**src/rtl/fft_sram_pkg.sv**
```systemverilog
// Shared types and default widths for the FFT sample SRAM arbiter.
package fft_sram_pkg;

  localparam int DEF_ADDR_W = 9;
  localparam int DEF_DATA_W = 16;

  typedef enum logic [1:0] {
    IDLE = 2'd0,
    RUN  = 2'd1,
    DONE = 2'd2
  } arb_state_t;

  typedef enum logic [1:0] {
    NONE = 2'd0,
    FE   = 2'd1,
    RB   = 2'd2
  } rd_tag_t;

endpackage

```
**src/rtl/sram_rd_pipe.sv**
```systemverilog
// Read-return tag delay line: carries who issued each read until its data
// arrives on the SRAM read bus. Flush clears every in-flight tag at once.
module sram_rd_pipe
  import fft_sram_pkg::*;
#(
  parameter int RD_LAT = 1
) (
  input  logic    clk,
  input  logic    flush,
  input  rd_tag_t push_tag,
  output rd_tag_t out_tag
);

  rd_tag_t stage [0:RD_LAT];

  // Shift tags one stage per cycle; flush drops anything in flight immediately.
  always_ff @(posedge clk or posedge flush) begin
    if (flush) begin
      for (int i = 0; i <= RD_LAT; i++) stage[i] <= NONE;
    end else begin
      stage[0] <= push_tag;
      for (int i = 1; i <= RD_LAT; i++) stage[i] <= stage[i-1];
    end
  end

  assign out_tag = stage[RD_LAT];

endmodule

```
**src/rtl/fft_sram_arbiter.sv**
```systemverilog
// Arbiter for the single-port FFT sample SRAM. A mode FSM hands the memory
// to the loader/read-back pair (IDLE, DONE) or to the FFT engine (RUN).
// Grants are combinational; SRAM commands and read returns are registered.
module fft_sram_arbiter
  import fft_sram_pkg::*;
#(
  parameter int ADDR_W = DEF_ADDR_W,
  parameter int DATA_W = DEF_DATA_W,
  parameter int RD_LAT = 1
) (
  input  logic              clk,
  input  logic              rst,
  input  logic              ld_we,
  input  logic [ADDR_W-1:0] ld_addr,
  input  logic [DATA_W-1:0] ld_wdata,
  input  logic              fft_start,
  input  logic              fe_req,
  input  logic              fe_we,
  input  logic [ADDR_W-1:0] fe_addr,
  input  logic [DATA_W-1:0] fe_wdata,
  input  logic              fe_done,
  output logic              fe_gnt,
  output logic              fe_rvalid,
  output logic [DATA_W-1:0] fe_rdata,
  input  logic              rb_req,
  input  logic [ADDR_W-1:0] rb_addr,
  output logic              rb_gnt,
  output logic              rb_rvalid,
  output logic [DATA_W-1:0] rb_rdata,
  output logic              sram_en,
  output logic              sram_we,
  output logic [ADDR_W-1:0] sram_addr,
  output logic [DATA_W-1:0] sram_wdata,
  input  logic [DATA_W-1:0] sram_rdata,
  output logic              busy,
  output logic              done,
  output logic              ld_drop
);

  arb_state_t state, next_state;
  logic       in_run;
  logic       ld_perf;
  logic       ld_discard;
  logic       start_acc;
  rd_tag_t    push_tag;
  rd_tag_t    out_tag;

  // Grants from current owner; the loader cannot stall so it beats read-back.
  always_comb begin
    in_run     = (state == RUN);
    ld_perf    = ~rst & ~in_run & ld_we;
    ld_discard = ~rst & in_run & ld_we;
    start_acc  = ~rst & ~in_run & fft_start;
    fe_gnt     = ~rst & in_run & fe_req;
    rb_gnt     = ~rst & ~in_run & rb_req & ~ld_we;
    push_tag   = NONE;
    if (fe_gnt && !fe_we) push_tag = FE;
    else if (rb_gnt)      push_tag = RB;
  end

  // Mode transitions; a start from DONE outranks the reload back to IDLE.
  always_comb begin
    next_state = state;
    case (state)
      IDLE: if (fft_start) next_state = RUN;
      RUN:  if (fe_done) next_state = DONE;
      DONE: begin
        if (fft_start)  next_state = RUN;
        else if (ld_we) next_state = IDLE;
      end
      default: next_state = IDLE;
    endcase
  end

  // State register with registered busy/done decodes.
  always_ff @(posedge clk or posedge rst) begin
    if (rst) begin
      state <= IDLE;
      busy  <= 1'b0;
      done  <= 1'b0;
    end else begin
      state <= next_state;
      busy  <= (next_state == RUN);
      done  <= (next_state == DONE);
    end
  end

  // SRAM command register; address and write data hold when nothing is granted.
  always_ff @(posedge clk or posedge rst) begin
    if (rst) begin
      sram_en    <= 1'b0;
      sram_we    <= 1'b0;
      sram_addr  <= '0;
      sram_wdata <= '0;
    end else begin
      sram_en <= ld_perf | fe_gnt | rb_gnt;
      sram_we <= 1'b0;
      if (ld_perf) begin
        sram_we    <= 1'b1;
        sram_addr  <= ld_addr;
        sram_wdata <= ld_wdata;
      end else if (fe_gnt) begin
        sram_we   <= fe_we;
        sram_addr <= fe_addr;
        if (fe_we) sram_wdata <= fe_wdata;
      end else if (rb_gnt) begin
        sram_addr <= rb_addr;
      end
    end
  end

  // Sticky drop flag: set by a loader write during RUN, cleared on an accepted start.
  always_ff @(posedge clk or posedge rst) begin
    if (rst)             ld_drop <= 1'b0;
    else if (ld_discard) ld_drop <= 1'b1;
    else if (start_acc)  ld_drop <= 1'b0;
  end

  sram_rd_pipe #(
    .RD_LAT (RD_LAT)
  ) u_rd_pipe (
    .clk      (clk),
    .flush    (rst),
    .push_tag (push_tag),
    .out_tag  (out_tag)
  );

  // Steer returning SRAM data to whichever requester issued the read.
  always_ff @(posedge clk or posedge rst) begin
    if (rst) begin
      fe_rvalid <= 1'b0;
      fe_rdata  <= '0;
      rb_rvalid <= 1'b0;
      rb_rdata  <= '0;
    end else begin
      fe_rvalid <= (out_tag == FE);
      rb_rvalid <= (out_tag == RB);
      if (out_tag == FE) fe_rdata <= sram_rdata;
      if (out_tag == RB) rb_rdata <= sram_rdata;
    end
  end

endmodule
```
**config.mk**
```make
export PLATFORM = sky130hd
export DESIGN_NAME = fft_sram_arbiter
export DESIGN_NICKNAME = d
export VERILOG_FILES = /design/src/rtl/fft_sram_pkg.sv /design/src/rtl/sram_rd_pipe.sv /design/src/rtl/fft_sram_arbiter.sv
export SDC_FILE = /design/constraint.sdc
export NUM_CORES = 1
export LEC_CHECK = 0
export ABC_AREA = 1
export BUFFER_PORTS_ARGS = -buffer_cell sky130_fd_sc_hd__buf_2
export CAP_MARGIN = 25
export CORE_ASPECT_RATIO = 1.1
export CORE_MARGIN = 4
export CORE_UTILIZATION = 38
export CTS_CLUSTER_SIZE = 16
export DETAILED_ROUTE_END_ITERATION = 10
export HOLD_SLACK_MARGIN = 0.15
export PLACE_DENSITY = 0.68
export RECOVER_POWER = 100
export SLEW_MARGIN = 20
export SYNTH_ARGS = -nofsm -noshare
export SYNTH_HDL_FRONTEND = slang
export SYNTH_HIERARCHICAL = 1
export SYNTH_SLANG_ARGS = --single-unit
```
**constraint.sdc**
```tcl
create_clock -name clk -period 9.85 [get_ports clk]
set_input_delay 2.4625 -clock clk [delete_from_list [all_inputs] [get_ports clk]]
set_output_delay 2.4625 -clock clk [all_outputs]
set_load 0.02 [all_outputs]
```
==> results of run 1 <==
## flip-flops by register name, summed over array words and instances (netlist names), 2 cells and up
signal	cells
sram_addr	9
state	2
rb_rdata	16
fe_rdata	16
u_rd_pipe/stage	2
sram_wdata	16
u_rd_pipe/out_tag	2
## critical path, delay by kind of cell
family        cells  cell delay [ns]
simple gates      1             0.79
buf+inv           5             1.94
## power by group through the flow
stage / Sequential [mW] / Clock [mW] / Combinational (mW)
after CTS: 0.484 / 0.242 / 0.536
final: 0.488 / 0.232 / 0.492
after global routing: 0.504 / 0.254 / 0.553
after floorplan: 0.641 / 0 / 0.192
after global placement: 0.489 / 0 / 0.524
after detailed placement: 0.486 / 0 / 0.537
## layout by cell type, fill, tap and decap left out
cell type     n
inv_1        42
bufinv_16     1
clkbuf_1     70
nand2_1     170
nand4_1       9
a21oi_1       2
nand3_4       1
o21ai_0      34
clkinvlp_2    1
nand3_1      30
nand2_2       1
inv_2         2
nor2_1        6
a32o_1        1
clkinvlp_4    3
dfrtp_1      70
clkbuf_8     11
clkinv_2      1
buf_2        80
clkinv_1      1
## path summary, 6_finish.rpt
kind	from	cells past startpoint	slack, ns	endpoint
max	rst	6	2.19	fe_gnt
min	u_rd_pipe/stage[2]	0	0.35	u_rd_pipe/out_tag[0]
max reg2reg	state[0]	8	6.78	sram_wdata[8]
min reg2reg	u_rd_pipe/stage[2]	0	0.35	u_rd_pipe/out_tag[0]
max in group asynchronous	rst	4	4.22	sram_wdata[2]
min in group asynchronous	rst	2	2.01	u_rd_pipe/out_tag[0]
## final cells by class
type	instances	area (um2)	share of cell area, %
Timing Repair Buffer	150	663	16.5
Clock inverter	5	57.6	1.43
Clock buffer	11	151	3.77
Inverter	46	174	4.33
Multi-Input combinational cell	254	1080	26.9
Sequential cell	70	1750	43.6
Tap cell	108	135	3.37
## kinds of logic after synthesis
kind of cell,after synthesis,synth area share (%)
simple gates,217,28.9
flops,70,56.0
buf+inv,67,9.00
compound gates,37,6.08
## routing by layer
layer | part of all wire, % | vias up
met5 | 0 | -
met4 | 0.97 | 0
met3 | 8.6 | 7
met2 | 44 | 134
met1 | 46 | 1275
li1 | - | 1486
==> metrics.txt, run 1 <==
H-tree levels=3; Final setup viols=0; DP Area=0.00391 mm2; fin nets=approximately 610; Finished Layout Cells=approximately 640; Ys Warns=6; Avg Inst Size Synth=8.00 um2; Setup TNS=0 ns; slowest CP cell=clkbuf_1; root buf cell=clkbuf_8; Worst VDD drop=0.101 mV; Post-synth EDFFs=0; type of the worst min-delay path=flip-flop to flip-flop; clk_lat worst skew=0.32 ns; Synth area leader=dfrtp_1; DR iter-0 viols=79; Core Rows=34; Detailed Route WL=a little under 8 mm; final global-route overflow total=0; synth cell count leaders=168 x nand2_1, 70 x dfrtp_1, 42 x inv_1; initial core utilization=39.3%; Critical Path RT=7.39 ns; CTS Buffer Depth=2; Die Area=0.00975 mm2; post-DR wirelength/cell=11.9 um; outcome=finished with violations; PwrDens=302 mW/mm2; critical path class=primary input to output port; skew final=0.00483 ns; # DRC=0; Core Box Area=between 0.007 and 0.008 mm2; Worst-Margin Slew=2.21 ns; #FFs+latches synth=70; share of layout cells above drive strength 1=18.8%; final hold viol count=0; part of the power in registers=40.3%; sw power=0.528 mW; Synth async-reset ratio=100%; Top FF cell, synth=dfrtp_1; Yosys top cell area share=56.0%; Ant. Diodes=0; count leader, synth=nand2_1; Leakage Power=2.25 nW; vias in the first global route=between 2000 and 3000; I/O Buffers=148; die width=94.5 um; Area growth, synth to finish=28.3%; GP Congestion=0.821; clock share of power=19.2%; crit share post-route=77.8%; CP max stage delay=1.31 ns; CP cell instances=clkbuf_1, clkinvlp_2, clkbuf_1, nand3_1, inv_1, clkbuf_1; DP Cell Count=627; total setup buffers inserted after CTS=0; total power draw=1.21 mW; CTS Buf Count=9; Max transition margin=-47.5%; fin. max-slew vios=83; PostCTS Resize Cnt=0; Yosys cell types=19; Die H=103 um; cells after synthesis=391; failing checks=max-capacitance violations, max-slew violations; cell-internal power=about 0.68 mW; initial antenna violation count=0; Worst setup EP type=output port; Net Sw Frac=43.6%; pre-CTS setup slack=2.99 ns; crit start category=primary input; antenna violation net count after detailed routing=0; CTS clock-pin slew for the worst setup and hold paths=0.07 ns; Cell Area, Synth=~0.0031 mm2; f_max=roughly 130 MHz; CP Max Fanout=37; drt pass-1 iters=4; fin util=50.5%; GRT met3 Usage=3.62%; top cells by area, synth=dfrtp_1 56%, nand2_1 20%, o21ai_0 5.4%; aggregate global-route resource usage=16.1%; Vias/cell=4.51; most used cell, CP=clkbuf_1; detailed-route via count=2902; Hold-fix buffers, CTS=0; GR met1 Demand/Resource=21.1%; clock sinks=70; post-route minimum period=7.66 ns; syn_nets=between 400 and 500; unrepaired setup endpoints after global routing=false; Post-Layout Inst Area=around 0.004 mm2; # IOs=roughly 150; Worst EP arrival=5.20 ns; Comb pwr share=40.6%; largest net degree at the start of global routing=81; number of fill cells in the layout=806; Most Used Layer, Global Route=met2; sequential fraction of the synthesis area=a little under three fifths; dpl hpwl=5.52 mm; WHS=0.348 ns; Max-Cap Viols=2; CTS tree=yes; Final WS setup=2.19 ns; M2 GR Usage=26.2%; global-route wire length before repair=12.5 mm
(Power assumes the default switching activity.)
==> inputs of run 2 (changes only) <==
clock period = 7.1 ns   (was 9.85 ns; I/O delays follow)
==> metrics.txt, run 2 (synthesis gave the netlist of run 1 again) <==
Critical Path RT=5.33 ns (-2.06 ns); Post-Layout Inst Area=0.00400 mm2 (-0.25%); DP Area=0.00391 mm2 (unchanged); Leakage Power=2.26 nW (+0.60%); met3 WL=779 um (+17%); DRT met1 WL=3.59 mm (+1.3%); wire length on met2=3.56 mm (+4.3%); CP Max Fanout=40 (+8.1%); # IOs=149 (unchanged); I/O Buffers=148 (unchanged); CTS clock-pin slew for the worst setup and hold paths=0.08 ns (about the same); slowest CP cell=nand3_1; crit start category=primary input; Core Rows=34 (unchanged); PostCTS Resize Cnt=0 (unchanged); Ant. Diodes=0 (unchanged); Largest regs=fe_rdata: 16 flops, rb_rdata: 16 flops, sram_wdata: 16 flops; largest net degree at the start of global routing=45 (-44%); most frequent cells in the layout=170 x nand2_1, 80 x buf_2, 70 x dfrtp_1, 70 x clkbuf_1, 42 x inv_1; fin. max-slew vios=87 (+4.8%); global-route wire length before repair=12.5 mm (+0.44%); number of fill cells in the layout=847 (+5.1%); Setup TNS=0 ns (unchanged); cell-internal power=0.965 mW (+41%); hold path endpoint=u_rd_pipe/out_tag[0]; CP max stage delay=0.63 ns (-0.68 ns); clock share of power=20.0% (+0.8 points); cells on worst reg2reg path=6 (-2); f_max=196 MHz; initial core utilization=39.3% (unchanged); sw power=0.742 mW (+41%); Comb pwr share=40.1% (-0.5 points); crit share post-route=between 70% and 80%; drt pass-1 iters=5 (+1); Detailed Route WL=8.02 mm (+4.2%); Die Area=0.00975 mm2 (unchanged); leading cell type in the layout, fill and taps excluded=nand2_1; # DRC=0 (unchanged); failing checks=max-capacitance violations, max-slew violations; most used cell, CP=clkbuf_1; Max transition margin=-39.4% (+8.1 points); initial antenna violation count=0 (unchanged); Worst R2R End=sram_addr[8]; share of layout cells above drive strength 1=18.5% (-0.34 points); final hold viol count=0 (unchanged); clk_lat worst skew=0.34 ns (+0.02 ns); hold depth=0 (unchanged); PwrDens=427 mW/mm2 (+41%); total power draw=1.71 mW (+41%); antenna violation net count after detailed routing=0 (unchanged); clock sinks=70 (unchanged); GP Congestion=0.818 (-0.44%); Area growth, synth to finish=27.9%; Final setup viols=0 (unchanged); post-route minimum period=5.11 ns; fin nets=614 (unchanged); CTS Buffer Depth=2 (unchanged); CTS Buf Count=9 (unchanged); vias in the first global route=2648 (-5.3%); H-tree levels=3 (unchanged); Max-Cap Viols=2 (unchanged); setup slack, reg-to-reg=3.64 ns (-3.14 ns); r2r startpoint=state[0]; total setup buffers inserted after CTS=0 (unchanged); part of the power in registers=39.8% (-0.5 points); dpl hpwl=5.78 mm (+4.6%); final global-route overflow total=0 (unchanged); type of the worst min-delay path=flip-flop to flip-flop; top layer in use=met4; root buf cell=clkbuf_8; Vias/cell=4.59 (+1.8%); Hold-fix buffers, CTS=0 (unchanged); DR iter-0 viols=78 (-1.3%); CTS tree=yes; aggregate global-route resource usage=16.6% (+0.51 points); Net Sw Frac=43.5% (-0.11 points); post-DR wirelength/cell=12.5 um (+4.4%); critical path class=primary input to output port; Worst-Margin Slew=2.09 ns (-0.122 ns); Worst setup EP type=output port; detailed-route via count=2951 (+1.7%); Worst VDD drop=0.189 mV (+88%); Hold Crit Start=u_rd_pipe/stage[2]; die width=94.5 um (unchanged); fin util=50.3% (-0.13 points); Worst EP arrival=3.34 ns (-1.86 ns); CP cell instances=clkbuf_1, clkinv_2, nand3_1, inv_1, clkbuf_1; unrepaired setup endpoints after global routing=false; Core Box Area=0.00796 mm2 (unchanged); outcome=finished with violations; skew final=0.00982 ns (+0.00498 ns); Die H=103 um (unchanged)
==> run 2: cell types whose count changed in the layout (fill, tap and decap cells not counted) <==
cell and delta:
nand3_4 -1, nand3_1 +1, clkinv_4 +2, clkinv_2 +2
clkinvlp_2 -1, clkbuf_8 -2, clkinvlp_4 -3, bufinv_16 +1
==> run 2: through the flow <==
| step | hold WS (ns) | std cells | setup slack, ns |
|---|---|---|---|
| after global placement | 0.333 | 627 | 2.01 |
| final | 0.344 | 643 | 1.99 |
| after CTS | 0.346 | 642 | 1.97 |
| after global routing | 0.356 | 643 | 1.69 |
| after floorplan | 0.331 | 391 | 2.44 |
| after detailed placement | 0.337 | 627 | 1.99 |
==> run 2: per-layer routing <==
layer,vias up,track usage [%]
li1,1487,-
met4,0,5.99
met1,1317,22.1
met2,139,25.6
met3,8,5.28
met5,-,0
==> run 2: critical path: cells and delay by family <==
family        cells  cell delay [ns]
buf+inv           4             0.92
simple gates      1             0.63
==> run 2: worst max-delay path by stage <==
stage | start | endpoint | slack, ns | depth (start not counted)
after detailed placement | rst | fe_gnt | 1.99 | 5
after global placement | rst | fe_gnt | 2.01 | 5
final | rst | fe_gnt | 1.99 | 5
after floorplan | rst | ld_drop | 2.44 | 4
after global routing | rst | sram_addr[8] | 1.69 | 7
after CTS | rst | fe_gnt | 1.97 | 5
==> run 2: power by group through the flow <==
stage	sequential, mW	clock, mW	combinational, mW
after floorplan	0.889	0	0.267
after global placement	0.680	0	0.726
after detailed placement	0.678	0	0.747
after CTS	0.675	0.349	0.747
after global routing	0.702	0.368	0.766
final	0.680	0.342	0.686
==> run 2: cell type report <==
cell class / instances / area (um2) / share of cell area (%)
repair buffers: 150 / 663 / 16.6
clock inverters: 6 / 87.6 / 2.19
inverters: 46 / 174 / 4.34
clock buffers: 9 / 124 / 3.09
multi-input cells: 254 / 1070 / 26.7
well taps: 108 / 135 / 3.38
flip-flops and latches: 70 / 1750 / 43.8
==> inputs of run 3 (changes only) <==
PLACE_DENSITY = 0.7   (was 0.68)
clock period = 4.6 ns   (was 7.1 ns; I/O delays follow)
==> metrics.txt, run 3 (synthesis gave the netlist of run 1 again) <==
CTS Buf Count=9 (unchanged); die width=94.5 um (unchanged); drt pass-1 iters=4 (-1); largest net degree at the start of global routing=46 (+2.2%); total power draw=2.64 mW (+55%); PostCTS Resize Cnt=0 (unchanged); Ant. Diodes=0 (unchanged); Worst R2R End=sram_addr[6]; pre-CTS setup slack=1.01 ns (-0.976 ns); crit start category=primary input; most frequent cells in the layout=168 x nand2_1, 81 x buf_2, 70 x dfrtp_1; Hold-fix buffers, CTS=0 (unchanged); clock sinks=70 (unchanged); antenna violation net count after detailed routing=0 (unchanged); Worst VDD drop=0.214 mV (+13%); root buf cell=clkbuf_8; outcome=finished with violations; Area growth, synth to finish=29.1%; skew final=0.00840 ns (-0.00142 ns); CP Max Fanout=45 (+13%); Die H=103 um (unchanged); final global-route overflow total=0 (unchanged); CTS tree=yes; global-route wire length before repair=12.8 mm (+2.0%); clk_lat worst skew=0.33 ns (about the same); share of layout cells above drive strength 1=19.0% (+0.53 points); CTS clock-pin slew for the worst setup and hold paths=0.08 ns (about the same); Max-Cap Viols=1 (-1); aggregate global-route resource usage=16.5% (-0.083 points); # IOs=149 (unchanged); I/O Buffers=148 (unchanged); hold depth=0 (unchanged); type of the worst min-delay path=flip-flop to flip-flop; Core Rows=34 (unchanged); Final WS setup=1.07 ns (-0.913 ns); fin util=50.8% (+0.44 points); Largest regs=fe_rdata: 16 flops, rb_rdata: 16 flops, sram_wdata: 16 flops; Core Box Area=0.00796 mm2 (unchanged); # DRC=0 (unchanged); Vias/cell=4.55 (-0.80%); number of fill cells in the layout=828 (-2.2%); slowest CP cell=buf_4; initial core utilization=39.3% (unchanged); failing checks=max-capacitance violations, max-slew violations; leading cell type in the layout, fill and taps excluded=nand2_1; Worst-Margin Slew=1.71 ns (-0.380 ns); GP Congestion=0.812 (-0.67%); H-tree levels=3 (unchanged); hold path endpoint=u_rd_pipe/out_tag[1]; total setup buffers inserted after CTS=0 (unchanged); f_max=around 280 MHz; initial antenna violation count=0 (unchanged); fin. max-slew vios=35 (-60%); CP max stage delay=0.46 ns (-0.17 ns); post-route minimum period=3.53 ns; Leakage Power=2.28 nW (+0.49%); critical path class=primary input to output port; Worst setup EP type=output port; post-DR wirelength/cell=12.4 um (-0.23%); unrepaired setup endpoints after global routing=false; Critical Path RT=3.45 ns (-1.88 ns); detailed-route via count=2932 (-0.64%); setup slack, reg-to-reg=1.91 ns (-1.73 ns); PwrDens=654 mW/mm2 (+53%); final hold viol count=0 (unchanged); crit share post-route=roughly 77%; CTS Buffer Depth=2 (unchanged); DR iter-0 viols=94 (+21%); Final setup viols=0 (unchanged); Max transition margin=-14.0% (+25 points); Die Area=0.00975 mm2 (unchanged); Setup TNS=0 ns (unchanged); Detailed Route WL=8.01 mm (about the same); Hold Crit Start=u_rd_pipe/stage[3]; delay-heaviest family, CP=buffers and inverters; vias in the first global route=2910 (+9.9%); most used cell, CP=clkbuf_1; CP cell instances=clkbuf_1, clkinvlp_2, buf_4, nand3_1, nor2_1, clkbuf_1; fin nets=614 (unchanged); cells on worst reg2reg path=7 (+1); Worst EP arrival=2.38 ns (-0.96 ns); r2r startpoint=state[0]; dpl hpwl=5.94 mm (+2.8%); Buf/Inv on CP=4 (unchanged)
## run 3: worst max-delay path by stage
stage              from            to  slack (ns)  cells past startpoint
2_1_floorplan       rst       ld_drop        0.56                      4
3_3_place_gp        rst  sram_addr[3]        1.08                      8
3_5_place_dp        rst  sram_addr[5]        1.01                      8
4_1_cts             rst        rb_gnt        1.12                      6
5_1_grt        state[0]        fe_gnt        0.84                      5
6_report            rst        rb_gnt        1.07                      6
## run 3: final cells by class
cell class / count / area (um2) / area share (%)
clock buffer: 10 / 128 / 3.16
clock inverter: 6 / 86.3 / 2.14
inverter: 46 / 174 / 4.31
multi-input combinational: 254 / 1100 / 27.1
sequential: 70 / 1750 / 43.4
tap: 108 / 135 / 3.35
timing repair buffer: 150 / 668 / 16.5
## run 3: power breakdown
group          internal (mW)  switching, mW
Sequential             0.892          0.161
Clock                  0.304          0.221
Combinational          0.297          0.765
## run 3: per-layer routing
metal  vias up  wire [um]  track usage (%)
li1       1487          -                -
met1      1327       3570             20.1
met2       112       3770             28.8
met3         6        602             3.69
met4         0         70             5.99
met5         -          0                0
## run 3: per-stage QoR
step | cells | hold slack, ns | area [um2]
after floorplan | 391 | 0.331 | 3130
after global placement | 628 | 0.335 | 3910
after detailed placement | 628 | 0.337 | 3910
after CTS | 644 | 0.348 | 4130
after global routing | 644 | 0.362 | 4040
final | 644 | 0.347 | 4040
